==> config.mk <==
export PLATFORM = sky130hd
export DESIGN_NAME = pulse_cmd_regfile
export DESIGN_NICKNAME = d
export VERILOG_FILES = /design/src/rtl/pulse_cmd_regfile.sv
export SDC_FILE = /design/constraint.sdc
export NUM_CORES = 1
export LEC_CHECK = 0
export ABC_AREA = 1
export BUFFER_PORTS_ARGS = -buffer_cell sky130_fd_sc_hd__buf_2
export CORE_MARGIN = 4
export CORE_UTILIZATION = 50
export DETAILED_ROUTE_END_ITERATION = 8
export GPL_ROUTABILITY_DRIVEN = 0
export HOLD_SLACK_MARGIN = 0.02
export PLACE_DENSITY = 0.76
export SETUP_SLACK_MARGIN = 0.5
export SLEW_MARGIN = 20
export SYNTH_ARGS = -nofsm -noshare
export SYNTH_HDL_FRONTEND = slang
export SYNTH_SLANG_ARGS = --single-unit
==> constraint.sdc <==
create_clock -name clk -period 11.2 [get_ports clk]
set_input_delay 0.56 -clock clk [delete_from_list [all_inputs] [get_ports clk]]
set_output_delay 0.56 -clock clk [all_outputs]
set_load 0.03 [all_outputs]
==> src/rtl/pulse_cmd_regfile.sv <==
// Host-command register bank: assembles UART byte frames, writes or reads parameter registers, and answers over UART.
// Optional build macro PCMD_READBACK_EN adds the register read path and the multi-byte read response.
module pulse_cmd_regfile #(
    parameter int                         NUM_REGS    = 8,
    parameter int                         DATA_W      = 32,
    parameter logic [NUM_REGS*DATA_W-1:0] INIT        = '0,
    parameter logic [31:0]                TIMEOUT_CYC = 32'd2010000
) (
    input  logic                       clk,
    input  logic                       rst,
    input  logic                       rx_valid,
    input  logic [7:0]                 rx_byte,
    input  logic                       tx_busy,
    output logic                       tx_start,
    output logic [7:0]                 tx_byte,
    output logic [NUM_REGS*DATA_W-1:0] regs_flat,
    output logic [NUM_REGS-1:0]        upd,
    output logic [7:0]                 err_cnt,
    output logic                       busy
);

    // state   | meaning
    // S_RX    | collecting payload bytes, then the control byte
    // S_EXEC  | executing the command, loading the response buffer
    // S_TX    | waiting for the UART to go idle, then issuing tx_start
    // S_TXARM | one-cycle gap covering the UART busy-flag latency

    localparam int DATA_BYTES = (DATA_W + 7) / 8;
    localparam int PAY_W      = DATA_BYTES * 8;
    localparam int CNT_W      = 4;

    typedef enum logic [1:0] {S_RX, S_EXEC, S_TX, S_TXARM} state_t;

    state_t             state;
    state_t             state_nxt;

    logic               rx_valid_q;
    logic               rx_edge;
    logic [CNT_W-1:0]   byte_cnt;
    logic [PAY_W-1:0]   payload;
    logic [7:0]         ctrl;
    logic [31:0]        idle_cnt;
    logic [PAY_W-1:0]   resp_buf;
    logic [CNT_W-1:0]   resp_cnt;
    logic [DATA_W-1:0]  regs [NUM_REGS];

    logic               byte_take;
    logic               ctrl_take;
    logic               timeout_fire;
    logic               is_read;
    logic               idx_ok;
    logic               do_write;
    logic               exec_err;
    logic               err_evt;
    logic [7:0]         csum;
    logic [PAY_W-1:0]   resp_word;
    logic [CNT_W-1:0]   resp_len;

    assign rx_edge   = rx_valid & ~rx_valid_q;
    assign byte_take = rx_edge && (state == S_RX);
    assign ctrl_take = byte_take && (byte_cnt == CNT_W'(DATA_BYTES));
    assign is_read   = ctrl[7];
    assign idx_ok    = ({1'b0, ctrl[6:0]} < 8'(NUM_REGS));
    assign do_write  = (state == S_EXEC) && !is_read && idx_ok;
    assign tx_byte   = resp_buf[7:0];

    // A byte landing on the terminal-count cycle wins over the timeout.
    assign timeout_fire = (TIMEOUT_CYC != 32'd0) && (state == S_RX) && (byte_cnt != '0)
                          && !rx_edge && (idle_cnt == 32'd1);

    assign err_evt = (rx_edge && (state != S_RX)) || ((state == S_EXEC) && exec_err) || timeout_fire;

    always_comb begin
        csum = '0;
        for (int i = 0; i < DATA_BYTES; i++) begin
            csum = csum + payload[8*i +: 8];
        end
    end

    always_comb begin
        resp_word = '0;
        resp_len  = CNT_W'(1);
        exec_err  = 1'b0;
`ifdef PCMD_READBACK_EN
        if (is_read) begin
            if (idx_ok) begin
                for (int k = 0; k < NUM_REGS; k++) begin
                    if (ctrl[6:0] == 7'(k)) begin
                        resp_word[DATA_W-1:0] = regs[k];
                    end
                end
                resp_len = CNT_W'(DATA_BYTES);
            end else begin
                resp_word[7:0] = 8'hEE;
                exec_err       = 1'b1;
            end
        end else if (idx_ok) begin
            resp_word[7:0] = csum;
        end else begin
            resp_word[7:0] = ~csum;
            exec_err       = 1'b1;
        end
`else
        // Without readback a read frame is a harmless no-op that echoes the checksum.
        if (is_read || idx_ok) begin
            resp_word[7:0] = csum;
        end else begin
            resp_word[7:0] = ~csum;
            exec_err       = 1'b1;
        end
`endif
    end

    always_ff @(posedge clk or posedge rst) begin
        if (rst) begin
            state <= S_RX;
        end else begin
            state <= state_nxt;
        end
    end

    always_comb begin
        state_nxt = state;
        tx_start  = 1'b0;
        busy      = (state != S_RX);
        case (state)
            S_RX: begin
                if (ctrl_take) begin
                    state_nxt = S_EXEC;
                end
            end
            S_EXEC: begin
                state_nxt = S_TX;
            end
            S_TX: begin
                if (!tx_busy) begin
                    tx_start  = 1'b1;
                    state_nxt = S_TXARM;
                end
            end
            S_TXARM: begin
                state_nxt = (resp_cnt > CNT_W'(1)) ? S_TX : S_RX;
            end
            default: begin
                state_nxt = S_RX;
            end
        endcase
    end

    always_ff @(posedge clk or posedge rst) begin
        if (rst) begin
            rx_valid_q <= 1'b0;
            byte_cnt   <= '0;
            payload    <= '0;
            ctrl       <= '0;
            idle_cnt   <= '0;
            resp_buf   <= '0;
            resp_cnt   <= '0;
            err_cnt    <= '0;
        end else begin
            rx_valid_q <= rx_valid;
            if (err_evt && (err_cnt != 8'hFF)) begin
                err_cnt <= err_cnt + 8'd1;
            end
            case (state)
                S_RX: begin
                    if (byte_take) begin
                        if (ctrl_take) begin
                            ctrl     <= rx_byte;
                            idle_cnt <= '0;
                        end else begin
                            payload  <= (payload >> 8) | (PAY_W'(rx_byte) << (PAY_W - 8));
                            byte_cnt <= byte_cnt + CNT_W'(1);
                            idle_cnt <= TIMEOUT_CYC;
                        end
                    end else if (timeout_fire) begin
                        byte_cnt <= '0;
                        idle_cnt <= '0;
                    end else if (idle_cnt != 32'd0) begin
                        idle_cnt <= idle_cnt - 32'd1;
                    end
                end
                S_EXEC: begin
                    resp_buf <= resp_word;
                    resp_cnt <= resp_len;
                end
                S_TXARM: begin
                    resp_buf <= resp_buf >> 8;
                    resp_cnt <= resp_cnt - CNT_W'(1);
                    if (resp_cnt <= CNT_W'(1)) begin
                        byte_cnt <= '0;
                        idle_cnt <= '0;
                    end
                end
                default: begin
                end
            endcase
        end
    end

    always_ff @(posedge clk or posedge rst) begin
        if (rst) begin
            upd <= '0;
            for (int k = 0; k < NUM_REGS; k++) begin
                regs[k] <= INIT[k*DATA_W +: DATA_W];
            end
        end else begin
            upd <= '0;
            if (do_write) begin
                for (int k = 0; k < NUM_REGS; k++) begin
                    if (ctrl[6:0] == 7'(k)) begin
                        regs[k] <= payload[DATA_W-1:0];
                        upd[k]  <= 1'b1;
                    end
                end
            end
        end
    end

    for (genvar g = 0; g < NUM_REGS; g++) begin : g_flat
        assign regs_flat[g*DATA_W +: DATA_W] = regs[g];
    end

endmodule
==> results.py <==
metrics = {
    "setup_path": {
        "required_ns": 11.61,
        "worstSetupStartpointType": "flop",
        "path_max_fanout": 10,
        "critPathCaptureType": "flop",
        "path_class": "flop to flop",
        "crit_arrival_ns": 3.64,
    },
    "layout": {
        "fillCellCount": 2632,
        "layout_commonest_cell": "nand2_1",
        "n_antenna_cell": 0,
        "layout-drive-gt1-share_pct": 22.9,
        "fin_nets": 1977,
        "multiInputGateArea_um2": 5700,
        "syn_to_final_growth_pct": 18.3,
        "seqCellArea_um2": 9080,
        "final_cell_area_um2": 18600,
        "final_cell_mix": "nand2_1 (505), dfrtp_1 (363), buf_2 (293)",
    },
    "clock_network": {
        "htreeDepth": 2,
        "insertion_delay_ns": 0.53,
        "cts.clk_slew.worst_paths_ns": 0.06,
        "cts_resized": 0,
        "tritoncts": "built",
        "cts_setup_buffers": 0,
        "clock-sinks": 363,
        "cts_made_buffers": 38,
        "clk_path_buf_depth": 3,
        "clockRootBuffer": "clkbuf_16",
        "ctsHoldBuffers": 0,
    },
    "floorplanning": {
        "pin_count": 294,
        "rows": 64,
        "die_x_um": 185,
        "dieArea_um2": 34300,
        "core_area_um2": 30700,
        "dieHeight_um": 185,
        "start_util_pct": 51.1,
    },
    "sta": {
        "hold_viol": 0,
        "setup_violations": 0,
        "fmax_mhz": 310,
        "period_needed_ns": 3.23,
        "finalSetupTns_ns": 0,
        "finalCritPeriodShare_pct": 28.8,
        "finalClockSkew_ns": 0.0197,
        "worst_pin_slew_ns": 0.888,
        "relSlewSlack_pct": 40.7,
        "finalMaxSlewViolations": 0,
        "rsz0062_at_grt": "false",
    },
    "global_route": {
        "grt_max_degree": 152,
        "grt_overflow": 0,
        "grt_pass1_wl_um": 68100,
        "grt_pass1_vias": 12200,
        "grt_antenna_before_repair": 0,
        "track_usage_pct": 25.0,
    },
    "drt": {
        "vias": 12700,
        "vias_per_cell": 5.40,
        "initialDrtViolationCount": 1205,
        "drtAntennaViolNets": 0,
        "detail_route.drc_violations": 0,
        "wl_per_cell_um": 18.4,
        "drt_pass1_iterations": 5,
        "routed_wl_um": 43300,
    },
    "place": {
        "port_buffers": 293,
        "placed_area_um2": 17200,
        "dp_hpwl_um": 29500,
    },
    "yosys": {
        "async_flop_share_pct": 100,
        "syn_inst": 1667,
        "ys_ff_latch": 363,
        "synth_top_cell_area_share_pct": 57.9,
        "yosys.area.top_type": "dfrtp_1",
        "synth_area_um2": 15700,
        "ys.flop_type": "dfrtp_1",
        "synthTopCellsByArea": "dfrtp_1 (58%), nand2_1 (12%), o21ai_0 (6.7%)",
        "syn_nets": 1712,
        "syn_avg_cell_area_um2": 9.42,
        "synth_edf_count": 0,
        "yosysWarnings": 0,
        "synth_cell_types": 40,
        "synth_seq_area_share_pct": 57.9,
    },
    "min_path": {
        "hold_path_class": "primary input to async pin",
    },
    "power": {
        "power_density_nw_per_um2": 244,
        "leakagePower_nw": 9.75,
        "vdd_drop_max_mv": 0.156,
    },
    "run": {
        "drv_cap": 0,
    },
    "outcome": {
        "outcome": "completed",
    },
}
-- worst paths after layout --
check                                          startpoint                         end  slack [ns]  cells past startpoint
worst max register to register    payload[17]$_DFFE_PP0P_     resp_buf[7]$_DFFE_PP0P_        7.97                     17
worst min register to register  regs_flat[55]$_DFFE_PP0P_   regs_flat[55]$_DFFE_PP0P_        0.47                      2
min in group clk                                 rx_valid        rx_valid_q$_DFF_PP0_        0.15                      1
worst min-delay path                                  rst  regs_flat[149]$_DFFE_PP0P_        0.13                      2
worst max-delay path              payload[17]$_DFFE_PP0P_     resp_buf[7]$_DFFE_PP0P_        7.97                     17
max in group asynchronous                             rst   regs_flat[61]$_DFFE_PP0P_        9.83                      3
-- Yosys cell counts (2+ instances only) --
cell and count:
nand2_1 505, dfrtp_1 363, o21ai_0 211, inv_1 92
o21ai_1 81, nor2_1 80, o21ai_2 50, nand3_1 41
clkbuf_1 39, buf_6 25, xor2_1 23, ha_1 19
nand4_1 18, fa_1 14, clkinv_1 12, nor3_1 11
xnor2_1 11, a21oi_1 9, nor2_4 8, nand2_2 6
buf_2 5, nand3b_1 5, o21bai_1 5, buf_4 4
inv_4 4, nor2_2 4, inv_2 3, nand2_4 3
a22oi_1 2, and3_1 2, nand3_2 2, nor4_1 2
-- per-stage QoR --
stage / util [%] / instances / setup WS, ns / hold slack [ns] / power, mW
floorplan: - / 1667 / 0.565 / 0.453 / 2.80
global placement: 56.1 / 2288 / 8.00 / 0.459 / 3.17
detailed placement: 56.1 / 2288 / 7.97 / 0.464 / 3.22
CTS: 60.4 / 2357 / 7.96 / 0.135 / 4.55
global route: 60.4 / 2357 / 7.68 / 0.138 / 4.85
finish: 60.4 / 2357 / 7.97 / 0.125 / 4.53
-- area by class of cell --
class | count | area share [%]
multi-input cells | 1117 | 30.7
well taps | 396 | 2.67
clock inverters | 13 | 0.748
inverters | 112 | 2.39
clock buffers | 56 | 6.35
repair buffers | 300 | 8.24
flip-flops and latches | 363 | 48.9
-- kinds of logic (layout without fill, tap and decap cells) --
family | Yosys count | in the layout | share of synthesized area [%]
and+or+nand+nor | 690 | 690 | 18.3
DFF | 363 | 363 | 57.9
AOI/OAI and AO/OA | 360 | 360 | 12.8
buffers and inverters | 187 | 481 | 5.88
xor gates and xnor gates | 34 | 34 | 1.90
adders and majority gates | 33 | 33 | 3.30
-- report_power, final --
part / switching [mW] / internal, mW
logic: 1.12 / 0.528
clock network: 0.528 / 0.780
registers: 0.130 / 1.45
-- registers in the layout, indices dropped and copies added, names as in the netlist --
register	cells
regs_flat	256
idle_cnt	32
payload	32
ctrl	8
err_cnt	8
resp_buf	8
upd	8
byte_cnt	4
resp_cnt	4
state	2
rx_valid_q	1
-- layer usage --
metal	routed length, um	vias up	GRT usage [%]
li1	-	5941	-
met1	18200	6163	35.1
met2	19900	533	39.4
met3	3790	92	5.54
met4	1500	0	8.02
met5	0	-	0
-- worst max-delay path, stage by stage, from the launching register on --
cell	delay (ns)
dfrtp_1	0.35
clkinv_1	0.26
fa_1	0.60
fa_1	0.41
inv_1	0.08
ha_1	0.16
inv_1	0.06
fa_1	0.40
o21ai_0	0.29
nand2_1	0.09
nand2_1	0.07
nand2_1	0.04
nand2_1	0.07
inv_1	0.04
nand2_1	0.05
nand2_1	0.05
nand2_1	0.05
nand2_1	0.04
Note: power is estimated with default switching activity, not from simulation.
